File: config.mk
export PLATFORM = sky130hd
export DESIGN_NAME = delivery_controller
export DESIGN_NICKNAME = d
export VERILOG_FILES = /design/src/rtl/delivery_controller.sv
export SDC_FILE = /design/constraint.sdc
export NUM_CORES = 1
export LEC_CHECK = 0
export CAP_MARGIN = 20
export CORE_AREA = 2 2 57 64
export DETAILED_ROUTE_END_ITERATION = 10
export DIE_AREA = 0 0 59 66
export GPL_ROUTABILITY_DRIVEN = 0
export HOLD_SLACK_MARGIN = 0.15
export PLACE_DENSITY_LB_ADDON = 0.12
export SLEW_MARGIN = 10
export SYNTH_ARGS = -nofsm -noshare
export SYNTH_HDL_FRONTEND = slang
export SYNTH_SLANG_ARGS = --single-unit
export TNS_END_PERCENT = 30
File: constraint.sdc
create_clock -name clock -period 7.2 [get_ports clock]
set_clock_uncertainty 0.15 [all_clocks]
set_input_delay 1.44 -clock clock [delete_from_list [all_inputs] [get_ports clock]]
set_output_delay 1.44 -clock clock [all_outputs]
set_load 0.005 [all_outputs]
File: src/rtl/delivery_controller.sv
// Delivery sequencer for one cricket ball: bowl, flight, hit window, result hold.
// Grades the swing detector's strike pulse and keeps the innings score, wickets and balls.
module delivery_controller #(
  parameter int CNT_W         = 8,
  parameter int TRAVEL_CYCLES = 16,
  parameter int WINDOW_CYCLES = 12,
  parameter int GOOD_LO       = 4,
  parameter int GOOD_HI       = 7,
  parameter int RESULT_CYCLES = 8,
  parameter int TOTAL_BALLS   = 6,
  parameter int MAX_WICKETS   = 2
) (
  input  logic       clock,
  input  logic       reset,
  input  logic       bowl,
  input  logic       strike,
  output logic       in_flight,
  output logic       window_open,
  output logic       result_valid,
  output logic [2:0] last_runs,
  output logic       last_wicket,
  output logic [8:0] score,
  output logic [3:0] wickets,
  output logic [3:0] balls,
  output logic       innings_done
);

  localparam logic [CNT_W-1:0] TRAVEL_LAST = CNT_W'(TRAVEL_CYCLES - 1);
  localparam logic [CNT_W-1:0] WINDOW_LAST = CNT_W'(WINDOW_CYCLES - 1);
  localparam logic [CNT_W-1:0] RESULT_LAST = CNT_W'(RESULT_CYCLES - 1);
  localparam logic [CNT_W-1:0] GOOD_LO_C   = CNT_W'(GOOD_LO);
  localparam logic [CNT_W-1:0] GOOD_HI_C   = CNT_W'(GOOD_HI);
  localparam logic [3:0]       BALLS_END   = 4'(TOTAL_BALLS);
  localparam logic [3:0]       WKTS_END    = 4'(MAX_WICKETS);

  typedef enum logic [2:0] {
    ST_IDLE   = 3'd0,
    ST_BOWL   = 3'd1,
    ST_WINDOW = 3'd2,
    ST_RESULT = 3'd3,
    ST_DONE   = 3'd4
  } state_t;

  state_t           state_q, state_d;
  logic [CNT_W-1:0] cnt_q, cnt_d;
  logic [2:0]       last_runs_q;
  logic             last_wicket_q;
  logic [8:0]       score_q;
  logic [3:0]       wickets_q;
  logic [3:0]       balls_q;

  // Outcome of the ball being closed out this cycle; only meaningful when load is high.
  logic             load;
  logic [2:0]       new_runs;
  logic             new_wicket;
  logic [9:0]       score_sum;
  logic             innings_over;

  assign innings_over = (balls_q == BALLS_END) || (wickets_q == WKTS_END);

  always_comb begin
    state_d    = state_q;
    cnt_d      = cnt_q;
    load       = 1'b0;
    new_runs   = 3'd0;
    new_wicket = 1'b0;
    case (state_q)
      ST_IDLE: begin
        if (bowl) begin
          state_d = ST_BOWL;
          cnt_d   = '0;
        end
      end
      ST_BOWL: begin
        if (strike) begin
          // Early swing: ball is over, no runs and no wicket.
          state_d = ST_RESULT;
          cnt_d   = '0;
          load    = 1'b1;
        end else if (cnt_q == TRAVEL_LAST) begin
          state_d = ST_WINDOW;
          cnt_d   = '0;
        end else begin
          cnt_d = cnt_q + 1'b1;
        end
      end
      ST_WINDOW: begin
        if (strike) begin
          state_d = ST_RESULT;
          cnt_d   = '0;
          load    = 1'b1;
          if (cnt_q < GOOD_LO_C)       new_runs = 3'd1;
          else if (cnt_q <= GOOD_HI_C) new_runs = 3'd6;
          else                         new_runs = 3'd2;
        end else if (cnt_q == WINDOW_LAST) begin
          state_d    = ST_RESULT;
          cnt_d      = '0;
          load       = 1'b1;
          new_wicket = 1'b1;
        end else begin
          cnt_d = cnt_q + 1'b1;
        end
      end
      ST_RESULT: begin
        if (cnt_q == RESULT_LAST) begin
          state_d = innings_over ? ST_DONE : ST_IDLE;
          cnt_d   = '0;
        end else begin
          cnt_d = cnt_q + 1'b1;
        end
      end
      ST_DONE: begin
        state_d = ST_DONE;
      end
      default: begin
        state_d = ST_IDLE;
        cnt_d   = '0;
      end
    endcase
  end

  assign score_sum = {1'b0, score_q} + {7'd0, new_runs};

  always_ff @(posedge clock) begin
    if (reset) begin
      state_q       <= ST_IDLE;
      cnt_q         <= '0;
      last_runs_q   <= 3'd0;
      last_wicket_q <= 1'b0;
      score_q       <= 9'd0;
      wickets_q     <= 4'd0;
      balls_q       <= 4'd0;
    end else begin
      state_q <= state_d;
      cnt_q   <= cnt_d;
      if (load) begin
        last_runs_q   <= new_runs;
        last_wicket_q <= new_wicket;
        score_q       <= score_sum[9] ? 9'd511 : score_sum[8:0];
        wickets_q     <= wickets_q + {3'd0, new_wicket};
        balls_q       <= balls_q + 4'd1;
      end
    end
  end

  assign in_flight    = (state_q == ST_BOWL);
  assign window_open  = (state_q == ST_WINDOW);
  assign result_valid = (state_q == ST_RESULT) && (cnt_q == '0);
  assign innings_done = (state_q == ST_DONE);
  assign last_runs    = last_runs_q;
  assign last_wicket  = last_wicket_q;
  assign score        = score_q;
  assign wickets      = wickets_q;
  assign balls        = balls_q;

endmodule

==> impl_summary.log, run 1 <==
INFO  metric layout_common_cells = 32 x dfxtp_1, 28 x clkdlybuf4s50_1, 26 x nor2_1
INFO  metric crit_path_top_delay_cell = or4_1
INFO  metric synthCells = 219
INFO  metric p_leak = 0.805 nW
INFO  metric grt_setup_unrepaired = false
INFO  metric final-setup-viol-count = 0
INFO  metric clkSlewWorstSetupHoldPaths = 0.10 ns
INFO  metric complex_gate_fraction_of_the_synthesized_area = 19.1%
INFO  metric r2r_cells = 11
INFO  metric vias_per_cell = 5.86
INFO  metric first_iter_violations = 84
INFO  metric route.antenna.remaining_nets = 0
INFO  metric timing.final.hold_violations = 0
INFO  metric fin_nets = 260
INFO  metric edff_count_synth = 0
INFO  metric synth.largest_area_cell = dfxtp_1
INFO  metric yosys.area.top_type_share = 36.2%
INFO  metric preCtsSetupSlack = 2.84 ns
INFO  metric fp.dieW = 59 microns
INFO  metric layout_worst_path_cycle_share = 56.0%
INFO  metric htree_num_levels = 2
INFO  metric num_vias = 1653
INFO  metric ys.flop_type = dfxtp_1
INFO  metric type_of_element_capturing_the_critical_path = output pin
INFO  metric timing.rr.end = score[8]
INFO  metric ctsLongestPathBuffers = 2
INFO  metric synth.yosys.seq_area_share = 36.2%
INFO  metric post-route-worst-setup-slack = 3.17 ns
INFO  metric initial_utilization = 54.5%
INFO  metric post_route_cells_drive_above_1_share = 5.69%
INFO  metric grt_pass1_wl = 6.79 mm
INFO  metric post-cts-setup-buffers = 0
INFO  metric ios = 29
INFO  metric drtPass1Iterations = 4
INFO  metric cts_repair_resize_count = 0
INFO  metric timing.final.crit_period = 4.03 ns
INFO  metric worstPathMaxFanout = 7
INFO  metric cp_cell_sequence = or4_1 > nor3_1 > and4_1 > clkdlybuf4s50_1
INFO  metric critical_path.max_stage_delay = 0.69 ns
INFO  metric timing.critical_path.to = result_valid
INFO  metric yosysUniqueCellTypes = 47
INFO  metric largest_family_of_logic_cells_by_synthesized_area = simple AND/OR/NAND/NOR gates
INFO  metric grt_overflow_total = 0
INFO  metric synthSimpleGateAreaFrac = 27.8%
INFO  metric power_density = 194 mW/mm^2
INFO  metric ys.warnings.count = 0
INFO  metric clk_latency = 0.33 ns
INFO  metric hold-path-cell-count = 2
INFO  metric muxShareOfSynthArea = 0.565%
INFO  metric reg2reg_from = cnt_q[6]
INFO  metric worst_slew_margin = 35.3%
INFO  metric synthTopCellsByArea = dfxtp_1 36%, ha_1 6.4%, nor2_1 5.5%
INFO  metric die_area = 0.00389 sq mm
INFO  metric antenna_found_initial = 0
INFO  metric tritoncts = built
INFO  metric fill_cells = 286
INFO  metric grt_max_degree = 18
INFO  metric drc = 0
INFO  metric multi_input_comb_area = 0.00105 sq mm
INFO  metric setup.worst_path.start = cnt_q[6]
INFO  metric wl = 3.97 mm
INFO  metric clock_tree.root_cell = clkbuf_4
INFO  metric cts_stage_hold_buffer_count = 0
INFO  metric cp_data_arrival_time = 2.44 ns
INFO  metric timing.reg2reg.setup_slack = 3.64 ns
INFO  metric setup-tns-final = 0 ns
INFO  metric detailed_place_hpwl = 2.89 mm
INFO  metric xor_xnor_cell_area_share_of_the_yosys_netlist = 4.45%
INFO  metric areaGrowthSynthToFinish = 21.1%
INFO  metric critical_path_class = register to output pin
INFO  metric slew_violations = 0
INFO  metric tritoncts.num_buffers = 5
INFO  metric synthArstFlopShare = 0%
INFO  metric clock_sink_count = 32
INFO  metric commonest_non_fill_non_tap_cell_in_the_layout = dfxtp_1
INFO  metric grt_pass1_vias = 1490
INFO  metric syn_std_cell_area = 0.00177 sq mm
INFO  metric n_antenna_cell = 0
INFO  metric postSynthRegisterBits = 32
INFO  metric setup.worst_path.start_class = register
INFO  metric power.ir.vdd_worst = 0.000126 V
INFO  metric port_buffers = 28
INFO  metric worst_pin_slew = 0.955 ns
INFO  metric synth_adder_area_share = 7.49%
INFO  metric achievable-frequency = 0.248 GHz
INFO  metric outcome = finished clean
INFO  metric core = 0.00325 sq mm
INFO  metric worstHoldPathType = register to register
INFO  metric area.sequential = 641 sq um
INFO  metric rows = 22
INFO  metric syn-mean-instance-area = 8.09 sq um
INFO  metric die_y = 66 microns
INFO  metric grt.total_usage = 23.0%
INFO  metric post_detailed_route_wirelength_per_cell = 14.1 microns
INFO  metric cp.required = 5.61 ns
INFO  metric drv_cap = 0
INFO  metric syn-num-nets = 233
cells in the mapped netlist, types with 2 or more instances:
| cell type | instances |
|---|---|
| ha_1 | 9 |
| nor3b_1 | 4 |
| xnor2_1 | 3 |
| o311ai_1 | 2 |
| a31oi_1 | 5 |
| nand2b_1 | 2 |
| inv_1 | 11 |
| dfxtp_1 | 32 |
| nor2b_1 | 3 |
| a21oi_1 | 16 |
| nor3_1 | 9 |
| and3_1 | 4 |
| a211oi_1 | 2 |
| nand4_1 | 2 |
| nor2_1 | 26 |
| a21o_1 | 2 |
| o21ai_0 | 6 |
| or3_1 | 2 |
| o21a_1 | 2 |
| and4_1 | 3 |
| clkbuf_1 | 9 |
| nand3_1 | 11 |
| a22oi_1 | 2 |
| nand2_1 | 22 |
| nand3b_1 | 3 |
| xor2_1 | 6 |
worst max-delay path, delay by kind of cell (launching register included):
kind                   cells  cell delay, ns
AND/OR/NAND/NOR            3            1.26
buffers and inverters      1            0.50
flip-flops                 1            0.35
per-layer routing:
| metal | vias to the layer above | wire length (microns) | global-route usage, % |
|---|---|---|---|
| met4 | 0 | 59 | 9.38 |
| li1 | 845 | - | - |
| met5 | - | 0 | 0 |
| met2 | 51 | 1840 | 35.1 |
| met1 | 752 | 1870 | 30.7 |
| met3 | 5 | 194 | 5.48 |
cell families (layout without fill, tap and decap cells):
group	count (synthesis)	count (layout)
muxes	1	1
AOI/OAI and AO/OA	50	50
xor gates and xnor gates	9	9
adders and majority gates	10	10
and+or+nand+nor	96	96
DFF	32	32
buffers and inverters	21	48
sequential cells by signal, indices dropped and copies added, names as in the netlist:
| signal | cells |
|---|---|
| wickets | 4 |
| score | 9 |
| state_q | 3 |
| balls | 4 |
| cnt_q | 8 |
| last_wicket | 1 |
| last_runs | 3 |
final cells by class:
cell class	count	area share [%]
tap	36	2.10
clock buffer	7	3.03
timing repair buffer	30	14.1
inverter	11	1.92
multi-input combinational	166	49.0
sequential	32	29.9
per-stage QoR:
| stage | cell area [sq um] | util, % | hold WS (ns) | power (mW) | std cells |
|---|---|---|---|---|---|
| detailed placement | 2080 | 64.1 | 0.321 | 0.304 | 275 |
| global placement | 2070 | 63.6 | 0.325 | 0.302 | 274 |
| finish | 2150 | 66.1 | 0.330 | 0.417 | 282 |
| CTS | 2150 | 66.1 | 0.335 | 0.421 | 282 |
| floorplan | 1770 | - | 0.303 | 0.266 | 219 |
| global route | 2150 | 66.1 | 0.368 | 0.444 | 282 |
worst min-delay path by stage:
stage               slack, ns      endpoint         start
floorplan                0.30  last_runs[1]  last_runs[1]
global placement         0.32  last_runs[1]  last_runs[1]
detailed placement       0.32  last_runs[1]  last_runs[1]
CTS                      0.33  last_runs[1]  last_runs[1]
global route             0.37  last_runs[1]  last_runs[1]
finish                   0.33  last_runs[1]  last_runs[1]
where the power goes:
group | switching, mW | internal (mW) | total (mW)
clock | 0.0613 | 0.0554 | 0.117
sequential | 0.0137 | 0.186 | 0.199
combinational | 0.0577 | 0.0431 | 0.101
total | 0.133 | 0.284 | 0.417
(Power assumes the default switching activity.)
==> run 2, diff against run 1 <==
--- a/config.mk
+++ b/config.mk
@@ -6,9 +6,9 @@
 export NUM_CORES = 1
 export LEC_CHECK = 0
 export CAP_MARGIN = 20
-export CORE_AREA = 2 2 57 64
+export CORE_AREA = 2 2 61 69
 export DETAILED_ROUTE_END_ITERATION = 10
-export DIE_AREA = 0 0 59 66
+export DIE_AREA = 0 0 63 71
 export GPL_ROUTABILITY_DRIVEN = 0
 export HOLD_SLACK_MARGIN = 0.15
 export PLACE_DENSITY_LB_ADDON = 0.12
==> constraint.sdc (replaced) <==
create_clock -name clock -period 3.6 [get_ports clock]
set_clock_uncertainty 0.15 [all_clocks]
set_input_delay 0.72 -clock clock [delete_from_list [all_inputs] [get_ports clock]]
set_output_delay 0.72 -clock clock [all_outputs]
set_load 0.005 [all_outputs]
==> impl_summary.log, run 2 (synthesized netlist as in run 1, its figures left out) <==
INFO  metric grt.total_usage = 19.8% (was 23.0%)
INFO  metric power_density = 390 mW/mm^2 (was 194 mW/mm^2)
INFO  metric fin_nets = 266 (was 260)
INFO  metric cts_stage_hold_buffer_count = 0 (unchanged)
INFO  metric grt_overflow_total = 0 (unchanged)
INFO  metric timing.reg2reg.setup_slack = 0.40 ns (was 3.64 ns)
INFO  metric clock_sink_count = 32 (unchanged)
INFO  metric route.antenna.remaining_nets = 0 (unchanged)
INFO  metric post-route-cell-area = 0.00222 sq mm (was 0.00215 sq mm)
INFO  metric worstHoldPathType = register to register (unchanged)
INFO  metric areaGrowthSynthToFinish = 25.1% (was 21.1%)
INFO  metric grt_setup_unrepaired = false (unchanged)
INFO  metric commonest_non_fill_non_tap_cell_in_the_layout = dfxtp_1 (unchanged)
INFO  metric clkSlewWorstSetupHoldPaths = 0.06 ns (was 0.10 ns)
INFO  metric grt_pass1_wl = 7.00 mm (was 6.79 mm)
INFO  metric timing.rr.end = score[8] (unchanged)
INFO  metric antenna_found_initial = 0 (unchanged)
INFO  metric post-cts-setup-buffers = 0 (unchanged)
INFO  metric n_antenna_cell = 0 (unchanged)
INFO  metric grt_pass1_vias = 1510 (was 1490)
INFO  metric initial_utilization = 46.5% (was 54.5%)
INFO  metric worst_slew_margin = 56.2% (was 35.3%)
INFO  metric cell_count_after_placement = 297 (was 275)
INFO  metric worst_pin_slew = 0.655 ns (was 0.955 ns)
INFO  metric wl = 3.96 mm (was 3.97 mm)
INFO  metric drtPass1Iterations = 4 (unchanged)
INFO  metric rows = 24 (was 22)
INFO  metric tritoncts = built (unchanged)
INFO  metric start_point_of_the_worst_hold_path = last_runs[1] (unchanged)
INFO  metric drc = 0 (unchanged)
INFO  metric critical_path_class = input port to register (was register to output pin)
INFO  metric r2r_cells = 11 (unchanged)
INFO  metric grt_max_degree = 32 (was 18)
INFO  metric reg2reg_from = cnt_q[6] (unchanged)
INFO  metric cp.required = 3.61 ns (was 5.61 ns)
INFO  metric p_leak = 0.834 nW (was 0.805 nW)
INFO  metric preCtsSetupSlack = 0.0880 ns (was 2.84 ns)
INFO  metric htree_num_levels = 2 (unchanged)
INFO  metric clk_latency = 0.28 ns (was 0.33 ns)
INFO  metric hold_ws = 0.318 ns (was 0.330 ns)
INFO  metric timing.final.crit_period = 3.24 ns
INFO  metric min_delay_worst_endpoint = last_runs[1] (unchanged)
INFO  metric post-route-worst-setup-slack = 0.364 ns (was 3.17 ns)
INFO  metric timing.final.hold_violations = 0 (unchanged)
INFO  metric ios = 29 (unchanged)
INFO  metric num_vias = 1611 (was 1653)
INFO  metric achievable-frequency = 0.309 GHz
INFO  metric setup.worst_path.start_class = input port (was register)
INFO  metric type_of_element_capturing_the_critical_path = register (was output pin)
INFO  metric tritoncts.num_buffers = 5 (unchanged)
INFO  metric placed_instance_area = 0.00214 sq mm (was 0.00208 sq mm)
INFO  metric power.ir.vdd_worst = 0.000251 V (was 0.000126 V)
INFO  metric p_total = 863 uW (was 417 uW)
INFO  metric post-route-util = 58.1% (was 66.1%)
INFO  metric setup-tns-final = 0 ns (unchanged)
INFO  metric cp_data_arrival_time = 3.24 ns (was 2.44 ns)
INFO  metric vias_per_cell = 5.30 (was 5.86)
INFO  metric outcome = finished clean (unchanged)
INFO  metric layout_worst_path_cycle_share = 89.9%
INFO  metric post_route_cells_drive_above_1_share = 7.54% (was 5.69%)
INFO  metric port_buffers = 28 (unchanged)
INFO  metric detailed_place_hpwl = 2.89 mm (about the same)
INFO  metric fp.dieW = 63 microns (was 59 microns)
INFO  metric worstPathMaxFanout = 5 (was 7)
INFO  metric layout_common_cells = 32 x dfxtp_1, 28 x clkdlybuf4s50_1, 26 x nor2_1 (unchanged)
INFO  metric ctsLongestPathBuffers = 2 (unchanged)
INFO  metric first_iter_violations = 93 (was 84)
INFO  metric flip_flop_count_of_the_largest_register_after_layout = 9 (unchanged)
INFO  metric die_y = 71 microns (was 66 microns)
INFO  metric clock_tree.root_cell = clkbuf_8 (was clkbuf_4)
INFO  metric final_cells = 304 (was 282)
INFO  metric drv_cap = 0 (unchanged)
INFO  metric hold-path-cell-count = 2 (unchanged)
INFO  metric die_area = 0.00447 sq mm (was 0.00389 sq mm)
INFO  metric slew_violations = 0 (unchanged)
INFO  metric final-setup-viol-count = 0 (unchanged)
INFO  metric fill_cells = 371 (was 286)
INFO  metric post_detailed_route_wirelength_per_cell = 13.0 microns (was 14.1 microns)
INFO  metric cts_repair_resize_count = 0 (unchanged)
INFO  metric core = 0.00381 sq mm (was 0.00325 sq mm)
[run 2: cell types whose count changed in the layout (fill, tap and decap cells not counted), sizes merged]
cell / previous run / this run
clkbuf: 7 / 6
buf: 2 / 8
clkinv: 0 / 1
[run 2: how the worst max path moves through the flow]
stage                         from       end  slack, ns  cells after the start
after global routing      cnt_q[6]  score[8]       0.05                     11
after floorplan           cnt_q[6]  score[8]       0.52                     12
after global placement      strike  score[8]       0.18                      9
after CTS                   strike  score[8]       0.39                      9
final                       strike  score[8]       0.36                      9
after detailed placement    strike  score[8]       0.09                      9
[run 2: worst max-delay path, cell delays in order]
cell	delay, ns
clkdlybuf4s50_1	0.57
inv_1	0.08
or3_1	0.44
fa_1	0.45
nor2b_1	0.17
o2111a_1	0.21
nand3_1	0.09
a2111oi_0	0.41
nor3_1	0.09
[run 2: cell type report]
cell class | instances | area (sq um) | share of cell area, %
multi-input cells | 166 | 1050 | 47.4
inverters | 11 | 41.3 | 1.86
clock inverters | 1 | 5.00 | 0.226
well taps | 52 | 65.1 | 2.94
flip-flops and latches | 32 | 641 | 28.9
repair buffers | 36 | 340 | 15.4
clock buffers | 6 | 72.6 | 3.27
[run 2: report_power, final]
| group | internal (mW) | switching (mW) | total (mW) |
|---|---|---|---|
| Clock | 0.131 | 0.123 | 0.254 |
| Sequential | 0.372 | 0.0277 | 0.400 |
| Combinational | 0.0924 | 0.118 | 0.210 |
| Total | 0.595 | 0.268 | 0.863 |
[run 2: metal layers]
layer | share of wire [%] | wire [microns] | vias to the layer above | track usage (%)
met5 | 0 | 0 | - | 0
met4 | 1.6 | 62 | 0 | 6.67
met3 | 5.2 | 207 | 7 | 4.77
met2 | 49 | 1920 | 35 | 33.6
met1 | 45 | 1770 | 725 | 24.6
li1 | - | - | 844 | -
